**config.mk**
```make
export PLATFORM = sky130hd
export DESIGN_NAME = pwm_multi_serializer
export DESIGN_NICKNAME = d
export VERILOG_FILES = /design/src/rtl/pwm_pkg.sv /design/src/rtl/pwm_channel.sv /design/src/rtl/pwm_multi_serializer.sv
export SDC_FILE = /design/constraint.sdc
export NUM_CORES = 1
export LEC_CHECK = 0
export BUFFER_PORTS_ARGS = -buffer_cell sky130_fd_sc_hd__buf_2
export CORE_MARGIN = 2
export CORE_UTILIZATION = 55
export CTS_CLUSTER_DIAMETER = 200
export DETAILED_ROUTE_END_ITERATION = 6
export GPL_ROUTABILITY_DRIVEN = 0
export PLACE_DENSITY = 0.72
export SYNTH_ARGS = -nofsm -noshare
export SYNTH_HDL_FRONTEND = slang
export SYNTH_HIERARCHICAL = 1
export SYNTH_SLANG_ARGS = --single-unit
```
**constraint.sdc**
```tcl
create_clock -name clk -period 4.85 [get_ports clk]
set_input_delay 0.97 -clock clk [delete_from_list [all_inputs] [get_ports clk]]
set_output_delay 0.97 -clock clk [all_outputs]
set_load 0.01 [all_outputs]
```
**src/rtl/pwm_pkg.sv**
```systemverilog
// Shared width helpers and duty-to-threshold scaling for the PWM serializer.
package pwm_pkg;

    // Counter width able to hold 0..period-1 (at least one bit).
    function automatic int unsigned cnt_width(input int unsigned period);
        return (period > 1) ? 32'($clog2(period)) : 32'd1;
    endfunction

    // Width of the unshifted duty * period product.
    function automatic int unsigned prod_width(input int unsigned duty_bits,
                                               input int unsigned period);
        return duty_bits + 32'($clog2(period)) + 32'd1;
    endfunction

    // Scales a duty value to a counter threshold; result is always < period.
    function automatic longint unsigned duty_to_thresh(input longint unsigned duty,
                                                       input int unsigned     duty_bits,
                                                       input int unsigned     period);
        longint unsigned prod;
        prod = duty * 64'(period);
        return prod >> duty_bits;
    endfunction

endpackage

```
**src/rtl/pwm_channel.sv**
```systemverilog
// One PWM channel: shadow/pending sample, period-aligned threshold and enable,
// sticky underrun flag and registered comparator output.
module pwm_channel
    import pwm_pkg::*;
#(
    parameter int unsigned  DUTY_BITS     = 10,
    parameter int unsigned  PERIOD_CYCLES = 2000,
    localparam int unsigned CW            = cnt_width(PERIOD_CYCLES)
) (
    input  logic                 clk,
    input  logic                 reset_n,
    input  logic                 wrap_i,
    input  logic [CW-1:0]        cnt_i,
    input  logic                 we_i,
    input  logic [DUTY_BITS-1:0] duty_i,
    input  logic                 enable_i,
    input  logic                 clr_i,
    output logic                 pwm_o,
    output logic                 pending_o,
    output logic                 underrun_o
);

    logic [DUTY_BITS-1:0] shadow_q,    shadow_d;
    logic                 pending_q,   pending_d;
    logic [CW-1:0]        thresh_q,    thresh_d;
    logic                 en_active_q, en_active_d;
    logic                 underrun_q,  underrun_d;
    logic                 pwm_q,       pwm_d;

    // Next-state: sample capture, period-boundary update, underrun tracking.
    always_comb begin
        shadow_d    = shadow_q;
        pending_d   = pending_q;
        thresh_d    = thresh_q;
        en_active_d = en_active_q;
        underrun_d  = underrun_q;

        if (clr_i) begin
            underrun_d = 1'b0;
        end

        if (wrap_i) begin
            en_active_d = enable_i;
            if (pending_q) begin
                thresh_d  = CW'(duty_to_thresh(64'(shadow_q), DUTY_BITS, PERIOD_CYCLES));
                pending_d = 1'b0;
            end else if (en_active_q) begin
                underrun_d = 1'b1;
            end
        end

        // we_i only fires when not pending, so a wrap-cycle write lands for the next wrap.
        if (we_i) begin
            shadow_d  = duty_i;
            pending_d = 1'b1;
        end

        pwm_d = en_active_q && (cnt_i < thresh_q);
    end

    // Channel state registers.
    always_ff @(posedge clk or negedge reset_n) begin
        if (!reset_n) begin
            shadow_q    <= '0;
            pending_q   <= 1'b0;
            thresh_q    <= '0;
            en_active_q <= 1'b0;
            underrun_q  <= 1'b0;
            pwm_q       <= 1'b0;
        end else begin
            shadow_q    <= shadow_d;
            pending_q   <= pending_d;
            thresh_q    <= thresh_d;
            en_active_q <= en_active_d;
            underrun_q  <= underrun_d;
            pwm_q       <= pwm_d;
        end
    end

    assign pwm_o      = pwm_q;
    assign pending_o  = pending_q;
    assign underrun_o = underrun_q;

endmodule

```
**src/rtl/pwm_multi_serializer.sv**
```systemverilog
// Multi-channel PWM serializer: shared period counter, sample handshake and
// channel decode feeding NUM_CH independent glitch-free PWM channels.
module pwm_multi_serializer
    import pwm_pkg::*;
#(
    parameter int unsigned  NUM_CH        = 2,
    parameter int unsigned  DUTY_BITS     = 10,
    parameter int unsigned  PERIOD_CYCLES = 2000,
    localparam int unsigned CH_BITS       = (NUM_CH > 1) ? 32'($clog2(NUM_CH)) : 32'd1
) (
    input  logic                 clk,
    input  logic                 reset_n,
    input  logic                 s_valid,
    output logic                 s_ready,
    input  logic [CH_BITS-1:0]   s_chan,
    input  logic [DUTY_BITS-1:0] s_duty,
    input  logic [NUM_CH-1:0]    enable,
    input  logic                 underrun_clr,
    output logic [NUM_CH-1:0]    pwm_out,
    output logic                 period_start,
    output logic [NUM_CH-1:0]    underrun
);

    localparam int unsigned   CW      = cnt_width(PERIOD_CYCLES);
    localparam logic [CW-1:0] CNT_MAX = CW'(PERIOD_CYCLES - 1);

    logic [CW-1:0]     cnt_q, cnt_d;
    logic              pstart_q, pstart_d;
    logic              wrap_c;
    logic [NUM_CH-1:0] pending_vec;
    logic [NUM_CH-1:0] we_c;

    assign wrap_c = (cnt_q == CNT_MAX);

    // Period counter and period_start pulse (aligned with the first output cycle).
    always_comb begin
        cnt_d    = wrap_c ? '0 : cnt_q + CW'(1);
        pstart_d = (cnt_q == '0);
    end

    // Counter and period_start registers.
    always_ff @(posedge clk or negedge reset_n) begin
        if (!reset_n) begin
            cnt_q    <= '0;
            pstart_q <= 1'b0;
        end else begin
            cnt_q    <= cnt_d;
            pstart_q <= pstart_d;
        end
    end

    assign period_start = pstart_q;

    // Ready mux and write decode; out-of-range channels are always ready and dropped.
    always_comb begin
        s_ready = 1'b1;
        we_c    = '0;
        for (int i = 0; i < int'(NUM_CH); i++) begin
            if (s_chan == CH_BITS'(i)) begin
                s_ready = !pending_vec[i];
            end
        end
        for (int i = 0; i < int'(NUM_CH); i++) begin
            we_c[i] = s_valid && s_ready && (s_chan == CH_BITS'(i));
        end
    end

    for (genvar g = 0; g < int'(NUM_CH); g++) begin : g_ch
        pwm_channel #(
            .DUTY_BITS     (DUTY_BITS),
            .PERIOD_CYCLES (PERIOD_CYCLES)
        ) u_ch (
            .clk        (clk),
            .reset_n    (reset_n),
            .wrap_i     (wrap_c),
            .cnt_i      (cnt_q),
            .we_i       (we_c[g]),
            .duty_i     (s_duty),
            .enable_i   (enable[g]),
            .clr_i      (underrun_clr),
            .pwm_o      (pwm_out[g]),
            .pending_o  (pending_vec[g]),
            .underrun_o (underrun[g])
        );
    end

endmodule
```
---- After elaboration in Yosys (flattened, before gate mapping) ----
Index checks and enable logic that the tools add are counted.
cells by class
  add/sub/neg operators ................... 1
  multiply operators ...................... 2
  $lt $le $gt $ge ......................... 2
  equal/unequal tests ..................... 1
  multiplexer cells ....................... 13
  bitwise logic cells ..................... 1
  reduce and logical (&&, ||, !) cells .... 12
operators by type and width
  kind                                                                  count
  10-bit by 7-bit multiplier with 17-bit output, second input constant  2
  11-bit < comparator                                                   2
  1-bit 2-to-1 mux                                                      12
  11-bit by 1-bit adder with 11-bit output, second input constant       1
  11-bit == test, second input constant                                 1
  11-bit logical NOT                                                    1
  11-bit 2-to-1 mux                                                     1
  1-bit logical AND                                                     5
  2-bit AND reduction                                                   2
  2-bit nonzero test                                                    2
  1-bit logical NOT                                                     2
  1-bit NOT                                                             1
word-level totals
  register bits ........................... 62
  output and inout port bits .............. 6

---- Logic depth before layout (Yosys ltp) ----
Gate-level depths: netlist (run 1).
  depth after elaboration ................. 5
  mapped depth ............................ 14
  mapped depth without buffers ............ 14

---- By module ----
Netlist (run 1), hierarchy kept.
modules (own cells, without submodules)
  module                      instances  cells each  area each (um2)
  pwm_channel (g_ch[0].u_ch)  1          288         2841.5
  pwm_channel (g_ch[1].u_ch)  1          275         2761.4
  pwm_multi_serializer        1          63          646.9

---- Least setup slack after synthesis (run 1) ----
OpenSTA, ideal clock, no wires.
  kind .................................... register to register
  start point ............................. register g_ch[0].u_ch.shadow_q[2]
  end point ............................... register g_ch[0].u_ch.thresh_q[8]
  library setup time ...................... 0.126 ns
  arrival time ............................ 3.989 ns
  data required time ...................... 4.724 ns
  path slack .............................. 0.735 ns
  cell stages (with the launch flop) ...... 13
  buffers on the path ..................... 0
  clock period less this slack ............ 4.115 ns
  cell sequence ........................... dfrtp_1 > inv_1 > fa_1 > fa_1 > fa_1 > fa_1 > inv_1 > ha_1 > a211oi_2 > o21bai_2 > a221oi_4 > o21ai_1 > a221o_1
between the ends
  word-level cells in the longest chain between the ends .. 1
RTL lines
  element                                        line               text
  start: declaration                             pwm_channel.sv:23  logic [DUTY_BITS-1:0] shadow_q, shadow_d;
  start signal: assignment                       pwm_channel.sv:71  shadow_q <= shadow_d;
  10-bit by 7-bit multiplier with 17-bit output  pwm_pkg.sv:20      prod = duty * 64'(period);
  end signal: assignment                         pwm_channel.sv:73  thresh_q <= thresh_d;
  end: declaration                               pwm_channel.sv:25  logic [CW-1:0] thresh_q, thresh_d;
Every way passes these cells.
A chain may end at the register's enable or synchronous reset.

---- Worst setup path after layout (run 1) ----
  start point ............................. register g_ch[0].u_ch.shadow_q[3]
  end point ............................... register g_ch[0].u_ch.thresh_q[8]
The elaborated chain is that of the path after synthesis.

==> results of run 1 <==
worst max-delay path by stage:
stage	end	startpoint	cells past startpoint
after floorplan	g_ch[0].u_ch/thresh_q[8]$_DFFE_PN0P_	g_ch[0].u_ch/shadow_q[2]$_DFFE_PN0P_	12
after global placement	g_ch[0].u_ch/thresh_q[8]$_DFFE_PN0P_	g_ch[0].u_ch/shadow_q[2]$_DFFE_PN0P_	12
after detailed placement	g_ch[0].u_ch/thresh_q[8]$_DFFE_PN0P_	g_ch[0].u_ch/shadow_q[5]$_DFFE_PN0P_	12
after CTS	g_ch[0].u_ch/thresh_q[8]$_DFFE_PN0P_	g_ch[0].u_ch/shadow_q[5]$_DFFE_PN0P_	12
after global routing	g_ch[0].u_ch/thresh_q[8]$_DFFE_PN0P_	g_ch[0].u_ch/shadow_q[5]$_DFFE_PN0P_	12
final	g_ch[0].u_ch/thresh_q[8]$_DFFE_PN0P_	g_ch[0].u_ch/shadow_q[3]$_DFFE_PN0P_	12
cell usage after synthesis, drive strengths merged, types with 4 or more instances:
cell    instances  share of area, %
and4            4              0.56
dfrtp          62                25
o21ai          49               3.9
o31ai           5              0.68
ha            104                21
clkbuf          8              0.48
a31oi           6              0.60
or4             5              0.66
nand4           4              0.40
a21oi          20               1.7
xnor2          11               1.5
o21a            8              0.98
inv           120               7.2
nor3            5              0.58
nor2           12              0.72
xor2           16               2.2
nand3          12               1.1
mux2            4              0.72
a21o           13               1.6
nand2          52               3.1
fa             56                18
sequential cells by signal, indices dropped and copies added (netlist names):
signal,cells
g_ch.u_ch/thresh_q,22
g_ch.u_ch/shadow_q,20
cnt_q,11
g_ch.u_ch/en_active_q,2
g_ch.u_ch/pending_o,2
g_ch.u_ch/pwm_o,2
g_ch.u_ch/underrun_o,2
period_start,1
metal layers:
metal / up-vias / GRT usage, %
met5: - / 0
met4: 0 / 6.17
met3: 16 / 4.28
met2: 89 / 36.0
met1: 2075 / 28.8
li1: 2154 / -
cell families after synthesis:
kind of cell,Yosys count
AND/OR/NAND/NOR,118
AO/OA/AOI/OAI,124
XOR/XNOR,27
flip-flops,62
adder cells (fa/ha/maj),160
buffers and inverters,130
multiplexers,5
layout make-up:
type	count	area share (%)
Multi-Input combinational cell	434	61.9
Clock inverter	4	0.479
Clock buffer	11	3.57
Sequential cell	62	22.8
Inverter	120	6.63
Timing Repair Buffer	26	2.06
Tap cell	140	2.58
stage by stage:
step                      hold slack [ns]  setup slack [ns]  utilization [%]
after floorplan                     0.449             0.735                -
after detailed placement            0.470             0.429             59.4
after CTS                           0.482             0.423             61.9
final                               0.474             0.434             61.9
after global routing                0.504             0.188             61.9
after global placement              0.466             0.597             59.4
worst max-delay path: cells and delay by family, from the launching register on:
family | cells | cell delay (ns)
flops | 1 | 0.42
fa+ha+maj | 5 | 2.35
compound gates | 5 | 1.27
buf+inv | 2 | 0.25
placed cells by master (no fill, tap or decap), drive strengths merged, types with 2 or more instances in the layout:
master	netlist	final
o21a	8	8
nand3	12	12
and2	3	3
clkinvlp	0	2
a41oi	2	2
nand4	4	4
fa	56	56
nor3	5	5
a21o	13	13
nand2b	2	2
o31ai	5	5
nor2b	2	2
a221oi	3	3
nor2	12	12
ha	104	104
a21oi	20	20
and3	3	3
xor2	16	16
nand2	52	52
o21ai	49	49
or4	5	5
and4	4	4
mux2	4	4
and2b	2	2
buf	1	26
a31oi	6	6
nor3b	2	2
a22oi	2	2
a211oi	2	2
inv	120	121
or3	3	3
o21bai	2	2
xnor2	11	11
clkbuf	8	11
nand3b	3	3
dfrtp	62	62
==> flow_summary.ini, run 1 <==
[routing]
wl_met3_um = 499
vias_per_cell = 5.44
wl_per_cell_um = 15.0
top_layer_used = met4
finalWirelength_um = 11900
vias = 4334
met1Wirelength_um = 5510
met2WireLength_um = 5740
drc = 0
drt-pass1-iter-count = 4
ant_nets = 0
drtIter0Drc = 130

[layout]
layoutNonFillerInstCount = 797
area_growth_pct = 8.77
final_area_sq_mm = 0.00680
num_antenna_cells = 0
multi_input_area_sq_mm = 0.00421
regArea_sq_mm = 0.00155
drive_gt1_share_pct = 10.0
nets = 830
n_fill_cell = 913

[timing]
tns_ns = 0
final-setup-viol-count = 0
finClkSkew_ns = 0.00374
drv_slew = 0
fin_crit_sh_pct = 91.0
slew_headroom_pct = 58.7
worst_slew_pin_slew_ns = 0.618
grt_setup_unrepaired = false
post-route-min-period_ns = 4.42
fmax_ghz = 0.226
finalHoldViolCount = 0

[setup_path]
critPathArrivalTime_ns = 4.63
rr_worst_depth = 12
required_ns = 5.07
crit_slowest_cell = fa_1
cpPeakStageDelay_ns = 0.55
rrSetupSlack_ns = 0.43
r2r_start = g_ch[0].u_ch/shadow_q[3]$_DFFE_PN0P_
crit_chain = inv_1 > fa_1 > fa_1 > fa_1 > fa_1 > inv_1 > ha_1 > a211oi_2 > o21bai_2 > a221oi_4 > o21ai_1 > a221o_1
r2r_end = g_ch[0].u_ch/thresh_q[8]$_DFFE_PN0P_
crit_path_start_kind = flop
end_kind = flop
cp_common_cell = fa_1
worst-path-max-fanout = 6
path_class = reg -> reg

[synthesis]
syn_area_sq_mm = 0.00625
synth_simple_gate_area_share_pct = 9.95
synth_cells = 626
synth_top_family_by_area = adder cells
muxShareOfSynthArea_pct = 0.881
synth_xor_area_share_pct = 3.78
yosys_warnings = 6
synth_flop_cell = dfrtp_1
syn_nets = 803
synth_compound_area_share_pct = 13.8
ys_seq_area_share_pct = 24.8
async_flop_share_pct = 100
postSynthAreaPerCell_sq_um = 9.98
synth_edf_count = 0
synth-seq-cells = 62
synthAdderAreaFrac_pct = 38.8
synth_cell_types = 68

[clock_network]
clk_latency_ns = 0.33
cts_tree = built
postCtsSetupBuffers = 0
cts.repair.resized = 0
clockRootBuffer = clkbuf_16
h-tree-depth = 3
cts_sinks = 62
cts_made_buffers = 9
clk_path_buf_depth = 2
cts_hold_buf = 0
clkTransAtPathRegs_ns = 0.05

[run_status]
status = finished clean

[placement]
dpl.hpwl_um = 9650
port_buffers = 22
dp.cells = 782
place_area_sq_mm = 0.00652

[job]
maxCapViolCount = 0

[min_path]
hold_path.class = reg -> reg
whs_path_depth = 2
holdPathEnd = g_ch[1].u_ch/thresh_q[4]$_DFFE_PN0P_
hp-start = g_ch[1].u_ch/thresh_q[4]$_DFFE_PN0P_

[floorplanning]
fp.dieH_um = 111
ioPinCount = 23
fp.coreArea_sq_mm = 0.0110
die_w_um = 111
rows = 38
floorplan.initialDensity_pct = 56.9
die_area_sq_mm = 0.0122

[global_routing]
grt_max_degree = 46
grt_pass1_wl_um = 21700
overflow = 0
antenna_found_initial = 0
grt_usage_pct = 21.6
grt_pass1_vias = 4632
Power of run 1 is not shown: default switching activity piles up to over one toggle a cycle in this logic, so the estimate is an artifact.
==> run 2, diff against run 1 <==
==> constraint.sdc (replaced) <==
create_clock -name clk -period 5.7 [get_ports clk]
set_input_delay 1.14 -clock clk [delete_from_list [all_inputs] [get_ports clk]]
set_output_delay 1.14 -clock clk [all_outputs]
set_load 0.01 [all_outputs]
==> run 2 against run 1 <==
  * Critical path depth unchanged
  * Clock-buffer cell count is 1 lower
  * Setup slack better by 0.84 ns
  * First-iteration DRC count grew 2.3%
  * Clock skew grew 0.0040 ns
  * Non-clock buffer count shrank 1
  * Critical endpoint unchanged
  * Largest cell class unchanged
==> flow_summary.ini, run 2 (synthesized netlist as in run 1, its figures left out) <==
[floorplanning]
die_area_sq_mm = 0.0122
rows = 38
floorplan.initialDensity_pct = 56.9
ioPinCount = 23
fp.dieH_um = 111
fp.coreArea_sq_mm = 0.0110
die_w_um = 111

[layout]
final_common_cell = inv_1
num_antenna_cells = 0
most-common-layout-cells = inv_1, ha_1, dfrtp_1
nets = 829
layoutNonFillerInstCount = 797
reg_top3 = g_ch.u_ch/thresh_q x22, g_ch.u_ch/shadow_q x20, cnt_q x11
n_fill_cell = 914
top_register = g_ch.u_ch/thresh_q
largest_register_ff_count = 22
drive_gt1_share_pct = 10.0
area_growth_pct = 9.41

[timing]
tns_ns = 0
fin_crit_sh_pct = 77.7
final-setup-viol-count = 0
post-route-min-period_ns = 4.43
drv_slew = 0
finalHoldViolCount = 0
worst_slew_pin_slew_ns = 0.715
fin_hold_ws_ns = 0.477
grt_setup_unrepaired = false
slew_headroom_pct = 52.2
fmax_ghz = 0.226
finClkSkew_ns = 0.00775

[setup_path]
cpLargestDelayFamily = adder cells
cpPeakStageDelay_ns = 0.56
crit_path_start_kind = flop
rrSetupSlack_ns = 1.27
crit_chain = inv_1 > fa_1 > fa_1 > fa_1 > fa_1 > inv_1 > ha_1 > a211oi_2 > o21bai_2 > a221oi_4 > o21ai_1 > a221o_1
path_class = reg -> reg
cp_num_buf_inv = 2
required_ns = 5.93
crit_slowest_cell = fa_1
cp_common_cell = fa_1
end_kind = flop
critPathArrivalTime_ns = 4.66
worst-path-max-fanout = 6

[routing]
drc = 0
drtIter0Drc = 133
finalWirelength_um = 11900
wl_per_cell_um = 15.0
vias_per_cell = 5.41
drt-pass1-iter-count = 5
ant_nets = 0
vias = 4315

[clock_network]
cts_tree = built
clockRootBuffer = clkbuf_16
clk_path_buf_depth = 2
cts_hold_buf = 0
cts_made_buffers = 9
cts_sinks = 62
clk_latency_ns = 0.34
postCtsSetupBuffers = 0
cts.repair.resized = 0
clkTransAtPathRegs_ns = 0.06
h-tree-depth = 3

[global_routing]
antenna_found_initial = 0
grt_pass1_wl_um = 21300
grt_pass1_vias = 4596
grt_max_degree = 47
overflow = 0
grt_usage_pct = 21.3

[placement]
dpl.hpwl_um = 9630
dp.cells = 781
port_buffers = 22

[min_path]
hold_path.class = reg -> reg

[job]
maxCapViolCount = 0

[run_status]
status = finished clean
==> run 2: changes by cell type in the layout (fill, tap and decap cells not counted) <==
cell        previous run  this run
clkbuf_8               1         0
clkinv_4               1         2
bufinv_16              0         2
buf_4                  4         3
clkinvlp_4             2         1
==> run 2: layout make-up <==
| type | count | area (sq um) | share of cell area (%) |
|---|---|---|---|
| timing repair buffer | 25 | 133 | 1.94 |
| sequential | 62 | 1550 | 22.7 |
| clock buffer | 10 | 229 | 3.35 |
| clock inverter | 6 | 93.8 | 1.37 |
| multi-input combinational | 434 | 4210 | 61.5 |
| tap | 140 | 175 | 2.56 |
| inverter | 120 | 450 | 6.59 |
==> run 2: metal layers <==
layer	part of all wire (%)	GRT usage, %	up-vias
li1	-	-	2142
met1	48	28.3	2088
met2	47	35.3	69
met3	3.1	4.17	16
met4	1.4	6.50	0
met5	0	0	-
==> run 2: worst paths after layout <==
kind,from,to,depth (start not counted)
min in group asynchronous,reset_n,cnt_q[5]$_DFF_PN0_,1
min,g_ch[1].u_ch/thresh_q[1]$_DFFE_PN0P_,g_ch[1].u_ch/thresh_q[1]$_DFFE_PN0P_,2
max,g_ch[0].u_ch/shadow_q[3]$_DFFE_PN0P_,g_ch[0].u_ch/thresh_q[8]$_DFFE_PN0P_,12
max in group asynchronous,reset_n,g_ch[1].u_ch/shadow_q[8]$_DFFE_PN0P_,2
max reg2reg,g_ch[0].u_ch/shadow_q[3]$_DFFE_PN0P_,g_ch[0].u_ch/thresh_q[8]$_DFFE_PN0P_,12
min reg2reg,g_ch[1].u_ch/thresh_q[1]$_DFFE_PN0P_,g_ch[1].u_ch/thresh_q[1]$_DFFE_PN0P_,2
==> run 2: worst register-to-register path, delay by kind of cell, from the launching register on <==
| family | cells | cell delay, ns |
|---|---|---|
| compound gates | 5 | 1.28 |
| fa+ha+maj | 5 | 2.39 |
| buf+inv | 2 | 0.25 |
| flops | 1 | 0.42 |
==> run 2: per-stage QoR <==
stage	worst slack, ns	area [sq um]	utilization (%)
4_1_cts	1.26	6840	62.3
6_report	1.27	6840	62.3
2_1_floorplan	1.59	6250	-
3_5_place_dp	1.26	6520	59.3
3_3_place_gp	1.45	6520	59.3
5_1_grt	1.10	6840	62.3
Power of run 2 is left out for the same reason.
==> run 3, diff against run 2 <==
==> constraint.sdc (replaced) <==
create_clock -name clk -period 4.5 [get_ports clk]
set_input_delay 0.9 -clock clk [delete_from_list [all_inputs] [get_ports clk]]
set_output_delay 0.9 -clock clk [all_outputs]
set_load 0.01 [all_outputs]
==> run 3 against run 2 <==
  * Critical endpoint is now g_ch[0].u_ch/thresh_q[10]$_DFFE_PN0P_
  * Global-route usage increased by 0.44 points
  * Final cell count is 0.25% higher
  * Core utilization up 0.25 points
  * Critical path depth is 1 higher
  * Clock skew down 0.0018 ns
  * Via count rose by 0.70%
  * First-iteration DRC count up 17%
  * Non-clock buffer count grew 2
  * Sequential share of layout area decreased by 0.055 points
  * Routed wire length increased by 1.5%
  * Sequential cell count is the same
  * Critical path type unchanged
==> flow_summary.ini, run 3 (synthesized netlist as in run 1, its figures left out) <==
[run_status]
status = finished clean

[placement]
dpl.hpwl_um = 9750
dp.cells = 782
dp_slack_ns = 0.0610
port_buffers = 22

[layout]
layoutNonFillerInstCount = 799
num_antenna_cells = 0
largest_register_ff_count = 22
nets = 831
drive_gt1_share_pct = 11.5
most-common-layout-cells = inv_1, ha_1, dfrtp_1
reg_top3 = g_ch.u_ch/thresh_q x22, g_ch.u_ch/shadow_q x20, cnt_q x11
top_register = g_ch.u_ch/thresh_q
area_growth_pct = 9.85
final_common_cell = inv_1

[setup_path]
r2r_start = g_ch[0].u_ch/shadow_q[2]$_DFFE_PN0P_
cp_common_cell = fa_1
cp_num_buf_inv = 3
critPathArrivalTime_ns = 4.61
path_class = reg -> reg
required_ns = 4.77
crit_chain = inv_1 > fa_1 > fa_1 > fa_1 > fa_1 > inv_1 > ha_1 > and4_1 > and2_4 > a221oi_4 > buf_4 > or4_1 > o211ai_2
end_kind = flop
crit_path_start = g_ch[0].u_ch/shadow_q[2]$_DFFE_PN0P_
crit_slowest_cell = fa_1
cpPeakStageDelay_ns = 0.58
cpLargestDelayFamily = adder cells
crit_path_start_kind = flop
worst-path-max-fanout = 6

[timing]
fmax_ghz = 0.230
finClkSkew_ns = 0.00597
fin_crit_sh_pct = 96.6
final-setup-viol-count = 0
grt_setup_unrepaired = false
worst_slew_pin_slew_ns = 1.05
tns_ns = 0
drv_slew = 0
post-route-min-period_ns = 4.34
finalHoldViolCount = 0
fin_ws_ns = 0.155
slew_headroom_pct = 30.0

[routing]
drc = 0
vias = 4345
drtIter0Drc = 155
finalWirelength_um = 12100
drt-pass1-iter-count = 4
wl_per_cell_um = 15.1
vias_per_cell = 5.44
ant_nets = 0

[clock_network]
cts_tree = built
h-tree-depth = 3
clk_latency_ns = 0.34
clkTransAtPathRegs_ns = 0.06
clk_path_buf_depth = 2
cts_hold_buf = 0
clockRootBuffer = clkbuf_16
cts_made_buffers = 9
cts_sinks = 62

[global_routing]
overflow = 0
grt_pass1_vias = 4586
grt_pass1_wl_um = 21600
grt_max_degree = 39
antenna_found_initial = 0
grt_usage_pct = 21.7

[floorplanning]
rows = 38
ioPinCount = 23
die_area_sq_mm = 0.0122
fp.coreArea_sq_mm = 0.0110
fp.dieH_um = 111
die_w_um = 111
floorplan.initialDensity_pct = 56.9

[min_path]
hold_path.class = reg -> reg
hp-start = g_ch[0].u_ch/thresh_q[5]$_DFFE_PN0P_

[job]
maxCapViolCount = 0
## run 3: worst reg2reg max path, delay by kind of cell (launching register included)
kind	cells	cell delay, ns
fa+ha+maj	5	2.45
simple gates	3	0.93
buf+inv	3	0.32
flops	1	0.41
compound gates	2	0.16
## run 3: what timing repair did
action                                  4_1_cts  5_1_grt
endpoints found under the hold margin         0        0
setup buffers                                 0        1
endpoints found under the setup margin        0        5
gates resized for setup                       0        8
## run 3: path summary, 6_finish.rpt
kind / endpoint / slack (ns) / cells past startpoint
hold reg to reg: g_ch[0].u_ch/thresh_q[5]$_DFFE_PN0P_ / 0.48 / 2
min in group asynchronous: g_ch[0].u_ch/pwm_o$_DFF_PN0_ / 0.54 / 1
hold / removal: g_ch[0].u_ch/thresh_q[5]$_DFFE_PN0P_ / 0.48 / 2
setup / recovery: g_ch[0].u_ch/thresh_q[10]$_DFFE_PN0P_ / 0.16 / 13
max in group asynchronous: g_ch[0].u_ch/shadow_q[2]$_DFFE_PN0P_ / 3.04 / 2
setup reg to reg: g_ch[0].u_ch/thresh_q[10]$_DFFE_PN0P_ / 0.16 / 13
## run 3: metal layers
layer / global-route usage, % / share of wire, % / vias to the layer above
li1: - / - / 2148
met1: 29.0 / 48 / 2117
met2: 35.8 / 47 / 62
met3: 4.88 / 3.3 / 18
met4: 6.08 / 1.4 / 0
met5: 0 / 0 / -
## run 3: area by class of cell
| type | instances | area, sq um |
|---|---|---|
| multi-input cells | 434 | 4210 |
| fillers | 908 | 4120 |
| flip-flops and latches | 62 | 1550 |
| inverters | 120 | 450 |
| clock buffers | 10 | 239 |
| well taps | 140 | 175 |
| repair buffers | 27 | 148 |
| clock inverters | 6 | 92.6 |
## run 3: metrics by stage
stage / hold WS (ns) / utilization [%] / instance area [sq um]
2_1_floorplan: 0.449 / - / 6250
3_3_place_gp: 0.466 / 59.4 / 6520
3_5_place_dp: 0.472 / 59.4 / 6520
4_1_cts: 0.484 / 62.4 / 6850
5_1_grt: 0.497 / 62.5 / 6870
6_report: 0.481 / 62.5 / 6870
Power of run 3 is left out for the same reason.
